$ cat src/rtl/seq_ctrl_pkg.sv
// -----------------------------------------------------------------------------
// seq_ctrl_pkg
// Shared constants and types for the accumulator-machine sequencer:
//   - 3-bit opcode encodings (OP_ACM .. OP_LW)
//   - 2-bit ALU control encodings (ALU_ADD .. ALU_LT)
//   - FSM state encodings (legacy-compatible localparam constants)
//   - exec_ctl_t: the EXEC/MEM strobe set produced by seq_decode
// -----------------------------------------------------------------------------
package seq_ctrl_pkg;

   // Instruction opcodes, field inst[7:5]
   localparam logic [2:0] OP_ACM  = 3'b000;
   localparam logic [2:0] OP_ACMI = 3'b001;
   localparam logic [2:0] OP_ADD  = 3'b010;
   localparam logic [2:0] OP_NAND = 3'b011;
   localparam logic [2:0] OP_BNZ  = 3'b100;
   localparam logic [2:0] OP_SLT  = 3'b101;
   localparam logic [2:0] OP_SW   = 3'b110;
   localparam logic [2:0] OP_LW   = 3'b111;

   // ALU control
   localparam logic [1:0] ALU_ADD  = 2'b00;
   localparam logic [1:0] ALU_NAND = 2'b01;
   localparam logic [1:0] ALU_NZ   = 2'b10;
   localparam logic [1:0] ALU_LT   = 2'b11;

   // Sequencer states
   localparam logic [2:0] ST_IDLE   = 3'd0;
   localparam logic [2:0] ST_FETCH  = 3'd1;
   localparam logic [2:0] ST_DECODE = 3'd2;
   localparam logic [2:0] ST_EXEC   = 3'd3;
   localparam logic [2:0] ST_MEM    = 3'd4;
   localparam logic [2:0] ST_ERR    = 3'd5;

   // Strobe set implied by the latched opcode
   typedef struct packed {
      logic       acc_we;      // accumulator write in EXEC
      logic       sel_acc_in;  // accumulator source: 1 = immediate
      logic       reg_we;      // RF write in EXEC
      logic       sel_alu_in;  // ALU B operand: 1 = RF
      logic [1:0] cntr_alu;    // ALU function
      logic       branch;      // BNZ: pc_load follows alu_nz
      logic       mem_op;      // needs a MEM phase (SW/LW)
      logic       mem_wr;      // MEM phase is a store
   } exec_ctl_t;

endpackage

$ cat src/rtl/seq_decode.sv
// -----------------------------------------------------------------------------
// seq_decode
// Purely combinational opcode decoder. Maps the latched opcode to the
// strobe set used in EXEC (and the MEM-phase kind for SW/LW). The
// sequencer FSM gates these strobes by state.
// Ports:
//   opcode  in   3  latched instruction opcode
//   ctl     out  exec_ctl_t  decoded strobe set
// -----------------------------------------------------------------------------
module seq_decode
   import seq_ctrl_pkg::*;
(
   input  logic [2:0] opcode,
   output exec_ctl_t  ctl
);

   // Opcode to strobe-set table
   always_comb begin
      ctl = '0;
      case (opcode)
         OP_ACM: begin
            ctl.acc_we     = 1'b1;
            ctl.sel_acc_in = 1'b0;
         end
         OP_ACMI: begin
            ctl.acc_we     = 1'b1;
            ctl.sel_acc_in = 1'b1;
         end
         OP_ADD: begin
            ctl.reg_we     = 1'b1;
            ctl.sel_alu_in = 1'b1;
            ctl.cntr_alu   = ALU_ADD;
         end
         OP_NAND: begin
            ctl.reg_we     = 1'b1;
            ctl.sel_alu_in = 1'b1;
            ctl.cntr_alu   = ALU_NAND;
         end
         OP_BNZ: begin
            // Compare accumulator against zero; the flag is also written back.
            ctl.reg_we     = 1'b1;
            ctl.sel_alu_in = 1'b0;
            ctl.cntr_alu   = ALU_NZ;
            ctl.branch     = 1'b1;
         end
         OP_SLT: begin
            ctl.reg_we     = 1'b1;
            ctl.sel_alu_in = 1'b1;
            ctl.cntr_alu   = ALU_LT;
         end
         OP_SW: begin
            ctl.mem_op = 1'b1;
            ctl.mem_wr = 1'b1;
         end
         OP_LW: begin
            ctl.mem_op = 1'b1;
            ctl.mem_wr = 1'b0;
         end
         default: begin
            ctl = '0;
         end
      endcase
   end

endmodule

$ cat src/rtl/seq_ctrl.sv
// -----------------------------------------------------------------------------
// seq_ctrl
// Fetch/decode/execute sequencer for the 8-bit accumulator machine. Owns the
// single memory port (req/ack), latches the opcode, drives datapath strobes,
// supports run/step debug control and a bus-timeout watchdog.
// Ports:
//   clk, rst_n          clock (rising) / async active-low reset
//   run, step           free-run level / single-instruction pulse (halted)
//   mem_ack             memory completes current request
//   mem_rdata_op [2:0]  opcode field of memory read data
//   alu_nz              ALU "!= 0" result for BNZ
//   mem_req, mem_we, sel_mem_in          memory port controls
//   ir_we, pc_inc, pc_load               IR / PC controls
//   reg_we, acc_we, sel_acc_in, sel_alu_in, lw, cntr_alu [1:0]  datapath
//   retire, halted, bus_err              status
// Outputs are combinational from state, opcode, mem_ack and alu_nz.
// -----------------------------------------------------------------------------
module seq_ctrl
   import seq_ctrl_pkg::*;
#(
   parameter int TO_W   = 4,
   parameter int TO_MAX = 15
)
(
   input  logic       clk,
   input  logic       rst_n,
   input  logic       run,
   input  logic       step,
   input  logic       mem_ack,
   input  logic [2:0] mem_rdata_op,
   input  logic       alu_nz,
   output logic       mem_req,
   output logic       mem_we,
   output logic       sel_mem_in,
   output logic       ir_we,
   output logic       pc_inc,
   output logic       pc_load,
   output logic       reg_we,
   output logic       acc_we,
   output logic       sel_acc_in,
   output logic       sel_alu_in,
   output logic       lw,
   output logic [1:0] cntr_alu,
   output logic       retire,
   output logic       halted,
   output logic       bus_err
);

   localparam logic [TO_W-1:0] TO_LIM = TO_W'(TO_MAX);

   logic [2:0]      state_r;
   logic [2:0]      state_nxt_s;
   logic [2:0]      opcode_r;
   logic [TO_W-1:0] cnt_r;
   logic [TO_W-1:0] cnt_nxt_s;
   logic            single_r;
   logic            single_nxt_s;
   logic [2:0]      bound_state_s;
   exec_ctl_t       ctl_s;

   seq_decode u_decode (
      .opcode (opcode_r),
      .ctl    (ctl_s)
   );

   // The ALU function follows the latched opcode, so it holds between EXECs.
   assign cntr_alu = ctl_s.cntr_alu;

   // Where to go when an instruction completes: keep running only in
   // free-run mode; a step-launched instruction always returns to IDLE.
   assign bound_state_s = (run && !single_r) ? ST_FETCH : ST_IDLE;

   // Next-state and strobe decode
   always_comb begin
      state_nxt_s  = state_r;
      single_nxt_s = single_r;
      mem_req      = 1'b0;
      mem_we       = 1'b0;
      sel_mem_in   = 1'b0;
      ir_we        = 1'b0;
      pc_inc       = 1'b0;
      pc_load      = 1'b0;
      reg_we       = 1'b0;
      acc_we       = 1'b0;
      sel_acc_in   = 1'b0;
      sel_alu_in   = 1'b0;
      lw           = 1'b0;
      retire       = 1'b0;
      halted       = 1'b0;
      bus_err      = 1'b0;
      case (state_r)
         ST_IDLE: begin
            halted = 1'b1;
            if (run || step) begin
               state_nxt_s  = ST_FETCH;
               // Single-step only when not free-running (step ignored if run=1).
               single_nxt_s = ~run;
            end else begin
               state_nxt_s = ST_IDLE;
            end
         end
         ST_FETCH: begin
            mem_req    = 1'b1;
            sel_mem_in = 1'b0;
            if (mem_ack) begin
               ir_we       = 1'b1;
               pc_inc      = 1'b1;
               state_nxt_s = ST_DECODE;
            end else if (cnt_r == TO_LIM) begin
               state_nxt_s = ST_ERR;
            end else begin
               state_nxt_s = ST_FETCH;
            end
         end
         ST_DECODE: begin
            state_nxt_s = ST_EXEC;
         end
         ST_EXEC: begin
            acc_we     = ctl_s.acc_we;
            sel_acc_in = ctl_s.sel_acc_in;
            reg_we     = ctl_s.reg_we;
            sel_alu_in = ctl_s.sel_alu_in;
            pc_load    = ctl_s.branch & alu_nz;
            if (ctl_s.mem_op) begin
               state_nxt_s = ST_MEM;
            end else begin
               retire       = 1'b1;
               state_nxt_s  = bound_state_s;
               single_nxt_s = 1'b0;
            end
         end
         ST_MEM: begin
            mem_req    = 1'b1;
            sel_mem_in = 1'b1;
            mem_we     = ctl_s.mem_wr;
            lw         = ~ctl_s.mem_wr;
            if (mem_ack) begin
               // Load data is only valid in the ack cycle.
               reg_we       = ~ctl_s.mem_wr;
               retire       = 1'b1;
               state_nxt_s  = bound_state_s;
               single_nxt_s = 1'b0;
            end else if (cnt_r == TO_LIM) begin
               state_nxt_s = ST_ERR;
            end else begin
               state_nxt_s = ST_MEM;
            end
         end
         ST_ERR: begin
            // Terminal until reset; all strobes stay low.
            bus_err     = 1'b1;
            state_nxt_s = ST_ERR;
         end
         default: begin
            state_nxt_s = ST_IDLE;
         end
      endcase
   end

   // Ack-timeout counter: counts waiting cycles of one request only
   always_comb begin
      if ((state_r == ST_FETCH || state_r == ST_MEM) && !mem_ack &&
          (state_nxt_s == state_r)) begin
         cnt_nxt_s = cnt_r + TO_W'(1);
      end else begin
         cnt_nxt_s = {TO_W{1'b0}};
      end
   end

   // State, opcode, timeout and single-step flops
   always_ff @(posedge clk or negedge rst_n) begin
      if (!rst_n) begin
         state_r  <= ST_IDLE;
         opcode_r <= 3'b000;
         cnt_r    <= {TO_W{1'b0}};
         single_r <= 1'b0;
      end else begin
         state_r  <= state_nxt_s;
         opcode_r <= ir_we ? mem_rdata_op : opcode_r;
         cnt_r    <= cnt_nxt_s;
         single_r <= single_nxt_s;
      end
   end

endmodule
$ cat config.mk
export PLATFORM = sky130hd
export DESIGN_NAME = seq_ctrl
export DESIGN_NICKNAME = d
export VERILOG_FILES = /design/src/rtl/seq_ctrl_pkg.sv /design/src/rtl/seq_decode.sv /design/src/rtl/seq_ctrl.sv
export SDC_FILE = /design/constraint.sdc
export NUM_CORES = 1
export LEC_CHECK = 0
export CAP_MARGIN = 20
export CORE_MARGIN = 2
export CORE_UTILIZATION = 39
export CTS_CLUSTER_DIAMETER = 30
export DETAILED_ROUTE_END_ITERATION = 12
export PLACE_DENSITY_LB_ADDON = 0.1
export SYNTH_ARGS = -nofsm -noshare
export SYNTH_HDL_FRONTEND = slang
export SYNTH_SLANG_ARGS = --single-unit
$ cat constraint.sdc
create_clock -name clk -period 1.4 [get_ports clk]
set_input_delay 0.42 -clock clk [delete_from_list [all_inputs] [get_ports clk]]
set_output_delay 0.42 -clock clk [all_outputs]
set_load 0.02 [all_outputs]
==> impl_metrics.toml <==
[floorplanning]
die_h_microns = 46.50
fp.dieW_microns = 46.50
die-area_sq_um = 2162
initial_core_util = 0.4125
num_io_pins = 25
placementRows = 15
fp.coreArea_sq_um = 1708

[grt]
grt_usage = 0.2065
antenna_found_initial = 0
overflow = 0
grt_pass1_wl_microns = 3042
grt_max_degree = 12
grt_pass1_vias = 698

[cts]
htreeDepth = 1
clock_latency_ns = 0.29
path_clk_slew_ns = 0.08
ctsLongestPathBuffers = 2
numCtsBuffers = 3
root_buffer = "clkbuf_4"
cts_tree = "built"
cts_sinks = 11

[pwr]
peakVddDrop_mv = 1.367
finalPower_mw = 2.933
powerDensity_nw_per_um2 = 2231
p_leak_nw = 0.6125

[drt]
drc = 0
drt-initial-drc-count = 16
routed-via-count = 774
wl_microns = 2208
wl_per_cell_microns = 14.92
first_pass_iters = 4
via_per_inst = 5.230
antenna_left = 0

[sta]
skew_ns = 0.01577
setup_viol = 22
rsz0062_at_grt = "yes"
setup_slack_ns = -0.4617
hold_ws_ns = 0.4220
hold_viol_final = 0
worstMarginPinSlew_ns = 0.2311
fmax_mhz = 537.2
fin_tns_setup_ns = -5.712
relSlewSlack = 0.8460
fin_crit_sh = 1.330
slew_violations = 0
period_needed_ns = 1.862

[status]
status = "finished, violations left"
violations = "setup timing"

[critical_path]
cp_max_fo = 4
start_kind = "flop"
cp.arrival_ns = 1.44
cp-end-kind = "output port"
crit_required_ns = 0.98
critPathKind = "reg2out"

[place]
dpl_cell_area_sq_um = 1139
place_congestion = 0.7542
dp.cells = 138
dp_hpwl_microns = 1391
dp_slack_ns = -0.9780
io_buffers = 24

[finish]
stdcell_count = 148
final_cell_area_sq_um = 1315
drive_gt1_frac = 0.6179
final_nets = 134
area_growth_pct = 86.68
final_util = 0.7700
diodes = 0

[synth]
yosysUniqueCellTypes = 34
synth.net_count = 84
synth_area_leader_cell = "dfrtp_1"
mappedNetlistArea_sq_um = 704.4
synth_area_leaders = "dfrtp_1 (39%), mux2_2 (4.8%), nor3_1 (4.3%), nor2_1 (4.3%), a41oi_1 (3.7%)"
synthCells = 74
ys_ff_latch = 11
yosysWarnings = 0
synth.yosys.seq_area_share = 0.3908
synth_top_cell_area_share = 0.3908
avgSynthCellArea_sq_um = 9.519

[min_path]
hp-class = "in2async"

[flow_run]
cap_violations = 0
-- cells by family after synthesis --
kind of cell,Yosys count,share of synthesized area
AND/OR/NAND/NOR,32,0.2718
AO/OA/AOI/OAI,19,0.2043
flip-flops,11,0.3908
buffers and inverters,6,0.04263
multiplexers,3,0.04795
XOR/XNOR,2,0.02487
adder cells (fa/ha/maj),1,0.01776
-- layer usage --
metal  routed length [microns]  vias up  share of wire  global-route usage
met3                        49        7          0.022             0.03529
met1                       953      377           0.43              0.2530
met2                      1159       17           0.52              0.3444
met4                        45        0          0.020              0.1029
li1                          -      373              -                   -
met5                         0        -              0                   0
-- worst paths after layout --
kind | start | to | slack [ns] | depth (start not counted)
setup reg to reg | state_r[0] | cnt_r[3] | -0.15 | 5
min in group clk | cnt_r[0] | cnt_r[0] | 0.57 | 2
hold / removal | rst_n | state_r[0] | 0.42 | 2
max in group asynchronous | rst_n | opcode_r[1] | 0.79 | 2
setup / recovery | state_r[2] | sel_acc_in | -0.46 | 4
hold reg to reg | cnt_r[0] | cnt_r[0] | 0.57 | 2
-- power breakdown --
part	leakage [nW]	internal [mW]	total (mW)	switching, mW
registers	0.137	0.450	0.622	0.173
logic	0.460	1.07	2.08	1.01
clock network	0.0150	0.111	0.233	0.122
total	0.612	1.63	2.93	1.30
-- synthesized netlist by cell type, drive strengths merged --
cell      n
dfrtp    11
nor2      9
nor3      6
buf       4
a21oi     3
a41oi     3
mux2      3
nand2     3
a21o      2
inv       2
nand2b    2
nand3b    2
nor2b     2
nor3b     2
o21a      2
o21ai     2
xnor2     2
a211oi    1
a21bo     1
a22oi     1
a311o     1
a311oi    1
a31oi     1
and2      1
and3      1
and3b     1
and4b     1
ha        1
nand4bb   1
o22ai     1
or3       1
-- sequential cells by signal, indices dropped and copies added (netlist names) --
register,cells
cnt_r,4
opcode_r,3
state_r,3
single_r,1
-- critical path, stage by stage (launching register included) --
cell	delay [ns]
dfrtp_1	0.40
nand3b_1	0.26
nor3_4	0.20
and2_2	0.17
buf_4	0.13
-- final cells by class --
type                            instances  area, sq um
Clock buffer                            4        26.28
Inverter                                2        7.507
Multi-Input combinational cell         57        538.0
Timing Repair Buffer                   49        432.9
Sequential cell                        11        279.0
Tap cell                               25        31.28
Fill cell                             130        392.9
-- what timing repair did --
item / in CTS / in global routing
pin swaps: 4 / 7
hold buffers: 0 / 0
gates resized for setup: 109 / 11
cloned: 0 / 0
setup endpoints to repair: 23 / 26
setup buffers: 5 / 1
-- placed cells by master (no fill, tap or decap), types with 2 or more instances in the layout --
cell type / netlist / final
nor2_1: 8 / 3
a21o_1: 2 / 2
nand2_2: 0 / 2
nand2b_1: 2 / 2
nor3_4: 0 / 3
nand3b_1: 2 / 2
dfrtp_1: 11 / 8
nor3b_2: 1 / 2
nor2_4: 0 / 4
nor3_1: 6 / 2
clkbuf_4: 0 / 3
clkdlybuf4s50_1: 0 / 7
mux2_4: 0 / 3
o21a_1: 2 / 2
a21oi_2: 0 / 2
buf_4: 1 / 27
nor2_2: 1 / 2
a41oi_2: 0 / 2
dfrtp_2: 0 / 3
buf_6: 0 / 13
Note: power is estimated with default switching activity, not from simulation.
